--- config.mk ---
export PLATFORM = sky130hd
export DESIGN_NAME = ssp_rx_fifo
export DESIGN_NICKNAME = d
export VERILOG_FILES = /design/src/rtl/ssp_rx_fifo.sv
export SDC_FILE = /design/constraint.sdc
export NUM_CORES = 1
export LEC_CHECK = 0
export ABC_AREA = 1
export BUFFER_PORTS_ARGS = -buffer_cell sky130_fd_sc_hd__buf_2
export CAP_MARGIN = 20
export CORE_MARGIN = 2
export CORE_UTILIZATION = 25
export CTS_BUF_LIST = sky130_fd_sc_hd__clkbuf_16
export DETAILED_ROUTE_END_ITERATION = 6
export GPL_TIMING_DRIVEN = 0
export PLACE_DENSITY = 0.38
export SYNTH_ARGS = -nofsm -noshare
export SYNTH_HDL_FRONTEND = slang
export SYNTH_SLANG_ARGS = --single-unit
--- constraint.sdc ---
create_clock -name PCLK -period 3 [get_ports PCLK]
set_clock_uncertainty 0.15 [all_clocks]
set_input_delay 0.3 -clock PCLK [delete_from_list [all_inputs] [get_ports PCLK]]
set_output_delay 0.3 -clock PCLK [all_outputs]
set_load 0.02 [all_outputs]
--- src/rtl/ssp_rx_fifo.sv ---
// SSP receive FIFO: storage plus pointer, count and flag control with a
// first-word-fall-through read port and a sticky overrun flag.
module ssp_rx_fifo #(
    parameter int DATA_WIDTH = 16,
    parameter int ADDR_W     = 3,
    parameter int WATERMARK  = 4
) (
    input  logic                  PCLK,
    input  logic                  PRESET,
    input  logic                  MS,
    input  logic                  TESTFIFO,
    input  logic                  MRxFWrEn,
    input  logic [DATA_WIDTH-1:0] MRxFWrData,
    input  logic                  SRxFWrEn,
    input  logic [DATA_WIDTH-1:0] SRxFWrData,
    input  logic                  TestWrEn,
    input  logic [DATA_WIDTH-1:0] PWDATAIn,
    input  logic                  RxFRdEn,
    input  logic                  OverrunClr,
    output logic [DATA_WIDTH-1:0] RxFRdData,
    output logic                  RxFEmpty,
    output logic                  RxFFull,
    output logic [ADDR_W:0]       RxFCount,
    output logic                  RxFWatermark,
    output logic                  RxOverrun
);

    localparam int              DEPTH    = 2 ** ADDR_W;
    localparam logic [ADDR_W:0] FULL_CNT = (ADDR_W + 1)'(DEPTH);
    localparam logic [ADDR_W:0] WM_CNT   = (ADDR_W + 1)'(WATERMARK);

    logic [DATA_WIDTH-1:0] mem [DEPTH];
    logic [ADDR_W-1:0]     wr_ptr;
    logic [ADDR_W-1:0]     rd_ptr;
    logic [ADDR_W:0]       count;
    logic                  overrun;

    logic                  push;
    logic [DATA_WIDTH-1:0] push_data;
    logic                  pop;
    logic                  accept;

    always_comb begin
        // NOTE: defaults first so every path assigns both outputs; a missed branch would infer a latch.
        push      = 1'b0;
        push_data = '0;
        if (TESTFIFO) begin
            push      = TestWrEn;
            push_data = PWDATAIn;
        end else if (MS) begin
            push      = SRxFWrEn;
            push_data = SRxFWrData;
        end else begin
            push      = MRxFWrEn;
            push_data = MRxFWrData;
        end
    end

    // A pop on a full FIFO frees the slot the simultaneous push lands in.
    assign pop    = RxFRdEn & ~RxFEmpty;
    assign accept = push & (~RxFFull | pop);

    // NOTE: sequential state uses non-blocking assignments so every register samples pre-edge values.
    always_ff @(posedge PCLK) begin
        if (PRESET) begin
            wr_ptr <= '0;
            rd_ptr <= '0;
            count  <= '0;
        end else begin
            if (accept) wr_ptr <= wr_ptr + ADDR_W'(1);
            if (pop)    rd_ptr <= rd_ptr + ADDR_W'(1);
            case ({accept, pop})
                2'b10:   count <= count + (ADDR_W + 1)'(1);
                2'b01:   count <= count - (ADDR_W + 1)'(1);
                default: count <= count;
            endcase
        end
    end

    // NOTE: the array is cleared on reset so no stale word can ever surface after a restart.
    always_ff @(posedge PCLK) begin
        if (PRESET) begin
            for (int i = 0; i < DEPTH; i++) mem[i] <= '0;
        end else if (accept) begin
            mem[wr_ptr] <= push_data;
        end
    end

    // Set has priority over clear so a drop in the clearing cycle is not lost.
    always_ff @(posedge PCLK) begin
        if (PRESET)                       overrun <= 1'b0;
        else if (push && RxFFull && !pop) overrun <= 1'b1;
        else if (OverrunClr)              overrun <= 1'b0;
    end

    assign RxFEmpty     = (count == '0);
    assign RxFFull      = (count == FULL_CNT);
    assign RxFCount     = count;
    assign RxFWatermark = (count >= WM_CNT);
    assign RxOverrun    = overrun;
    assign RxFRdData    = RxFEmpty ? '0 : mem[rd_ptr];

endmodule

# Word-level counts from Yosys, hierarchy flattened
# Memory sizes are Yosys's and may differ from the RTL's. A register that Yosys moved wholly into a read port is not among the register bits.
# Cells that the tools add are included.
# totals
ff_bits,11
ram_bits,128
out_inout_bits,24
n_memories,1
# memory_table
name,words,word_bits,read_ports,rd_ports_with_merged_regs,write_ports,line_no,rtl
mem,8,16,1,1,8,32,logic [DATA_WIDTH-1:0] mem [DEPTH];
# op_classes
add_sub_neg,4
magnitude_cmp,1
eq_ne,3
n_mux,18
n_bitwise,5
reduce_logical,7
# op_table
operator,n
$mux 16,4
$reduce_or 16->1,1
$mux 1,10
$mux 3,3
$pmux 4 s2,1
$add 3x1->3 const B,2
$add 4x1->4 const B,1
$eq 4x4->1 const B,1
$ge 4x3->1 const B,1
$logic_not 4->1,1
$reduce_bool 2->1,2
$sub 4x1->4 const B,1
$and 1x1->1,2
$eq 2x1->1 const B,1
$eq 2x2->1 const B,1
$logic_and 1x1->1,2
$not 1->1,2
$logic_not 1->1,1
$or 1x1->1,1

# Logic depth before layout (Yosys ltp)
# depth
ltp_word,10
depth_mapped,17

# Worst setup path after synthesis
# No wires, ideal clock.
# synth_path
kind,reg2reg
startpoint,reg count[0] (netlist: RxFCount[0])
endpoint,mem mem[3][0] (enable)
setup_time_ns,0.372
arrival_ns,1.845
required_ns,2.478
setup_slack_ns,0.633
stages_incl_launch_ff,8
path_buffers,1
path_cell_list,dfxtp_1 -> nor2_1 -> nand3_1 -> nand3_4 -> nor3_4 -> nand2_4 -> buf_6 -> nand2_1
# synth_lines
element,line_no,rtl
"start, declared",35,logic [ADDR_W:0] count;
"start signal, assigned",73,2'b10: count <= count + (ADDR_W + 1)'(1);
"start signal, assigned",74,2'b01: count <= count - (ADDR_W + 1)'(1);
"start signal, assigned",75,default: count <= count;
"end, declared",32,

==> tab_implementation.tex <==
\begin{tabular}{lr}
\hline
Metric & Value \\
\hline
\multicolumn{2}{l}{\textbf{Setup path}} \\
\quad Data arrival time of the critical path & 2.43 ns \\
\quad Reg2Reg Launch Point & RxFCount[0]\$\_SDFFE\_PP0P\_ \\
\quad Crit-path max FO & 10 \\
\quad Type of origin of the critical path & flop \\
\quad Length in cells of the worst reg-to-reg path & 7 \\
\quad Type of the worst setup path & reg -> out \\
\quad Worst reg-to-reg setup slack & 0.30 ns \\
\quad Sort of element at the end of the critical path & output pin \\
\quad Reg2Reg Capture Point & mem[7][10]\$\_SDFFCE\_PN0P\_ \\
\quad Required time reported for the critical path endpoint & 2.55 ns \\
\multicolumn{2}{l}{\textbf{Cells and area}} \\
\quad Fraction of final layout cells sized beyond drive strength 1 & 20.0\% \\
\quad Post-layout instance count excluding filler cells & 1139 \\
\quad Relative area change from synthesis to final layout & 21.9\% \\
\quad Antenna Diode Count & 0 \\
\quad Post-layout net count & 853 \\
\multicolumn{2}{l}{\textbf{Die}} \\
\quad Placeable core area & 26100 um\^{}2 \\
\quad Effective utilization at floorplan & 25.5\% \\
\quad Chip Width & 167 um \\
\quad I/O pin cnt & 81 \\
\quad Floorplan die area & 28000 um\^{}2 \\
\quad Vertical die dimension & 167 um \\
\quad Standard-cell rows & 59 \\
\multicolumn{2}{l}{\textbf{Yosys}} \\
\quad EDFF count, synth & 128 \\
\quad Most area-consuming cells after synthesis & sky130\_fd\_sc\_hd\_\_edfxtp\_1 (58\%), sky130\_fd\_sc\_hd\_\_nor2\_1 (13\%), sky130\_fd\_sc\_hd\_\_o21ai\_0 (6.2\%) \\
\quad Fraction of the yosys area taken by sequential cells & 61.9\% \\
\quad Count of warnings emitted by yosys & 0 \\
\quad Mean cell area of the mapped netlist & 9.65 um\^{}2 \\
\quad Cell accounting for the most synthesized area & sky130\_fd\_sc\_hd\_\_edfxtp\_1 \\
\quad Syn Std Cell Area & 6670 um\^{}2 \\
\quad Flop and latch count out of synthesis & 142 \\
\quad Most common cell in the netlist & sky130\_fd\_sc\_hd\_\_nor2\_1 \\
\quad Share of the synthesized area in the top cell type & 57.6\% \\
\quad Synth Net Count & 753 \\
\quad Most instantiated cells after synthesis & sky130\_fd\_sc\_hd\_\_nor2\_1 (229), sky130\_fd\_sc\_hd\_\_edfxtp\_1 (128), sky130\_fd\_sc\_hd\_\_o21ai\_0 (83) \\
\quad Number of standard cells after synthesis & 691 \\
\quad Synth Flop Type & sky130\_fd\_sc\_hd\_\_edfxtp\_1 \\
\quad Unique cell type count in the Yosys netlist & 31 \\
\quad Proportion of synthesized flip-flops having asynchronous set or reset & 0\% \\
\multicolumn{2}{l}{\textbf{Timing}} \\
\quad Min Tclk post-route & 2.88 ns \\
\quad Final Hold Slack & 0.179 ns \\
\quad Final number of max-transition violations & 0 \\
\quad Max Clk Rate & 347 MHz \\
\quad RSZ-0062 raised after global routing & yes \\
\quad Worst-case headroom to the max-slew limit & 32.6\% \\
\quad Final clock period utilization by the worst path & 96.1\% \\
\quad Worst Max-Slew Pin Slew & 1.00 ns \\
\quad Final hold viol count & 0 \\
\quad Final setup viols & 0 \\
\multicolumn{2}{l}{\textbf{CTS}} \\
\quad Clock tree from TritonCTS & built \\
\quad Register clock-pin slew on the reported worst setup and hold paths & 0.06 ns \\
\quad Clock sink total & 142 \\
\quad Clock Tree Root & sky130\_fd\_sc\_hd\_\_clkbuf\_16 \\
\quad CTS max path bufs & 2 \\
\quad Post-CTS setup repair buffer count & 0 \\
\quad TritonCTS buffer count & 17 \\
\quad Total number of H-tree levels & 4 \\
\quad Clk\_lat worst skew & 0.42 ns \\
\multicolumn{2}{l}{\textbf{Place}} \\
\quad Detailed placement HPWL & 15100 um \\
\quad Number of instances in the placed design & 1105 \\
\quad Gpl congestion & 0.772 \\
\quad Count of buffers from port buffering & 79 \\
\multicolumn{2}{l}{\textbf{Global routing}} \\
\quad Met1 global-route usage & 19.4\% \\
\quad Grt met2 use & 25.2\% \\
\quad Global-route wire length before repair & 31000 um \\
\quad Initial antenna violation count & 1 \\
\quad Number of global-route vias before repair & 5489 \\
\quad GRT Resource Usage Total & 14.7\% \\
\quad Met3 demand-to-capacity share in global routing & 3.14\% \\
\quad Maximum number of pins on one net before global-route repair & 17 \\
\quad GRT overflow & 0 \\
\quad GR peak layer & met2 \\
\multicolumn{2}{l}{\textbf{Hold path}} \\
\quad Hold Path Class & in -> reg \\
\quad Worst Hold Path EP & wr\_ptr[0]\$\_SDFFE\_PP0P\_ \\
\quad Worst Hold Launch & PRESET \\
\quad Cell count of the worst hold path & 3 \\
\multicolumn{2}{l}{\textbf{Detailed routing}} \\
\quad Routed via count divided by cell count & 4.62 \\
\quad Average wire per cell in the routed design & 17.7 um \\
\quad Remaining design rule violation count & 3 \\
\quad Remaining antenna violation count after routing & 0 \\
\quad First drt pass iteration count & 7 \\
\quad Number of vias in the routed layout & 5263 \\
\quad Total wire length & 20200 um \\
\quad Number of DRC violations after detailed-routing iteration 0 & 327 \\
\multicolumn{2}{l}{\textbf{Power and ir drop}} \\
\quad Leakage Power & 3.31 nW \\
\quad Pwr dens & 784 nW/um\^{}2 \\
\quad VDD IR max & 0.307 mV \\
\multicolumn{2}{l}{\textbf{Run}} \\
\quad Max\_cap viols & 0 \\
\multicolumn{2}{l}{\textbf{Outcome}} \\
\quad Result of the run & finished, violations left \\
\quad Failing checks & design-rule violations \\
\hline
\end{tabular}
report_power, final:
part	total, W	internal [W]	leakage, nW	switching [W]
Combinational	0.00184	0.000530	1.58	0.00131
Sequential	0.00239	0.00231	1.44	0.0000810
Clock	0.00215	0.00130	0.288	0.000849
Total	0.00637	0.00414	3.31	0.00224
metrics by stage:
stage | setup TNS, ns | setup WS (ns) | cell area [um^2] | util [%] | power (W)
2_1_floorplan | 0 | 0.633 | 6670 | - | 0.00354
3_3_place_gp | 0 | 0.180 | 7480 | 28.6 | 0.00424
3_5_place_dp | 0 | 0.109 | 7480 | 28.6 | 0.00426
4_1_cts | 0 | 0.0213 | 8100 | 31.0 | 0.00641
5_1_grt | -0.000209 | -0.000209 | 8130 | 31.1 | 0.00671
6_report | 0 | 0.116 | 8130 | 31.1 | 0.00637
final cells by class:
class	count	area, um^2
Fill cell	2796	18000
Sequential cell	142	4120
Multi-Input combinational cell	486	2280
Clock buffer	17	425
Tap cell	335	419
Timing Repair Buffer	81	415
Buffer	38	199
Clock inverter	15	170
Inverter	25	98.8
cell families (layout without fill, tap and decap cells):
kind of cell,Yosys count,count (layout),share of synthesized area [%]
AO/OA/AOI/OAI,144,144,11.5
XOR/XNOR,1,1,0.131
adder cells (fa/ha/maj),5,5,1.05
buffers and inverters,63,176,4.28
flip-flops,142,142,61.9
AND/OR/NAND/NOR,336,336,21.2
state kept, by name, summed over array words and instances, names as in the netlist, named ones only:
| signal | count |
|---|---|
| mem | 128 |
| rd_ptr | 3 |
| RxOverrun | 1 |
| RxFCount | 4 |
| wr_ptr | 3 |
critical path: stages, from the launching register on:
cell,delay [ns]
sky130_fd_sc_hd__dfxtp_1,0.53
sky130_fd_sc_hd__clkbuf_1,0.46
sky130_fd_sc_hd__o21ai_0,0.17
sky130_fd_sc_hd__o22ai_1,0.19
sky130_fd_sc_hd__o21ai_0,0.10
sky130_fd_sc_hd__a31oi_1,0.32
sky130_fd_sc_hd__buf_2,0.24
layout by cell type, fill, tap and decap left out, drive strengths merged, types with 7 or more instances in the layout:
master	netlist	layout
clkinv	1	7
buf	15	91
o21ai	102	102
o22ai	16	16
clkbuf	23	43
inv	24	27
dfxtp	14	14
nor2	239	239
nand3	26	26
a21oi	9	9
a31oi	16	16
edfxtp	128	128
nand2	67	67
worst max path at each step:
stage | startpoint | endpoint | cells past startpoint | slack (ns)
after global placement | TESTFIFO | mem[6][10]$_SDFFCE_PN0P_ | 8 | 0.18
after floorplan | RxFCount[0]$_SDFFE_PP0P_ | mem[3][0]$_SDFFCE_PN0P_ | 7 | 0.63
after CTS | flop | RxFRdData[5] | 6 | 0.02
after detailed placement | RxFCount[0]$_SDFFE_PP0P_ | mem[6][2]$_SDFFCE_PN0P_ | 7 | 0.11
final | flop | RxFRdData[13] | 6 | 0.12
after global routing | flop | RxFRdData[13] | 6 | -0.0002
metal layers:
| metal | part of all wire [%] | up-vias | routed length (um) |
|---|---|---|---|
| met5 | 0 | - | 0 |
| li1 | - | 2579 | - |
| met2 | 49 | 76 | 9960 |
| met3 | 3.0 | 8 | 599 |
| met4 | 0.61 | 0 | 123 |
| met1 | 47 | 2600 | 9490 |
repair_timing:
action | in CTS | in global routing
endpoints found under the setup margin | 6 | 47
hold buffers | 2 | 0
gates resized for setup | 3 | 15
hold endpoints to repair | 1 | 0
Note: power is estimated with default switching activity, not from simulation.
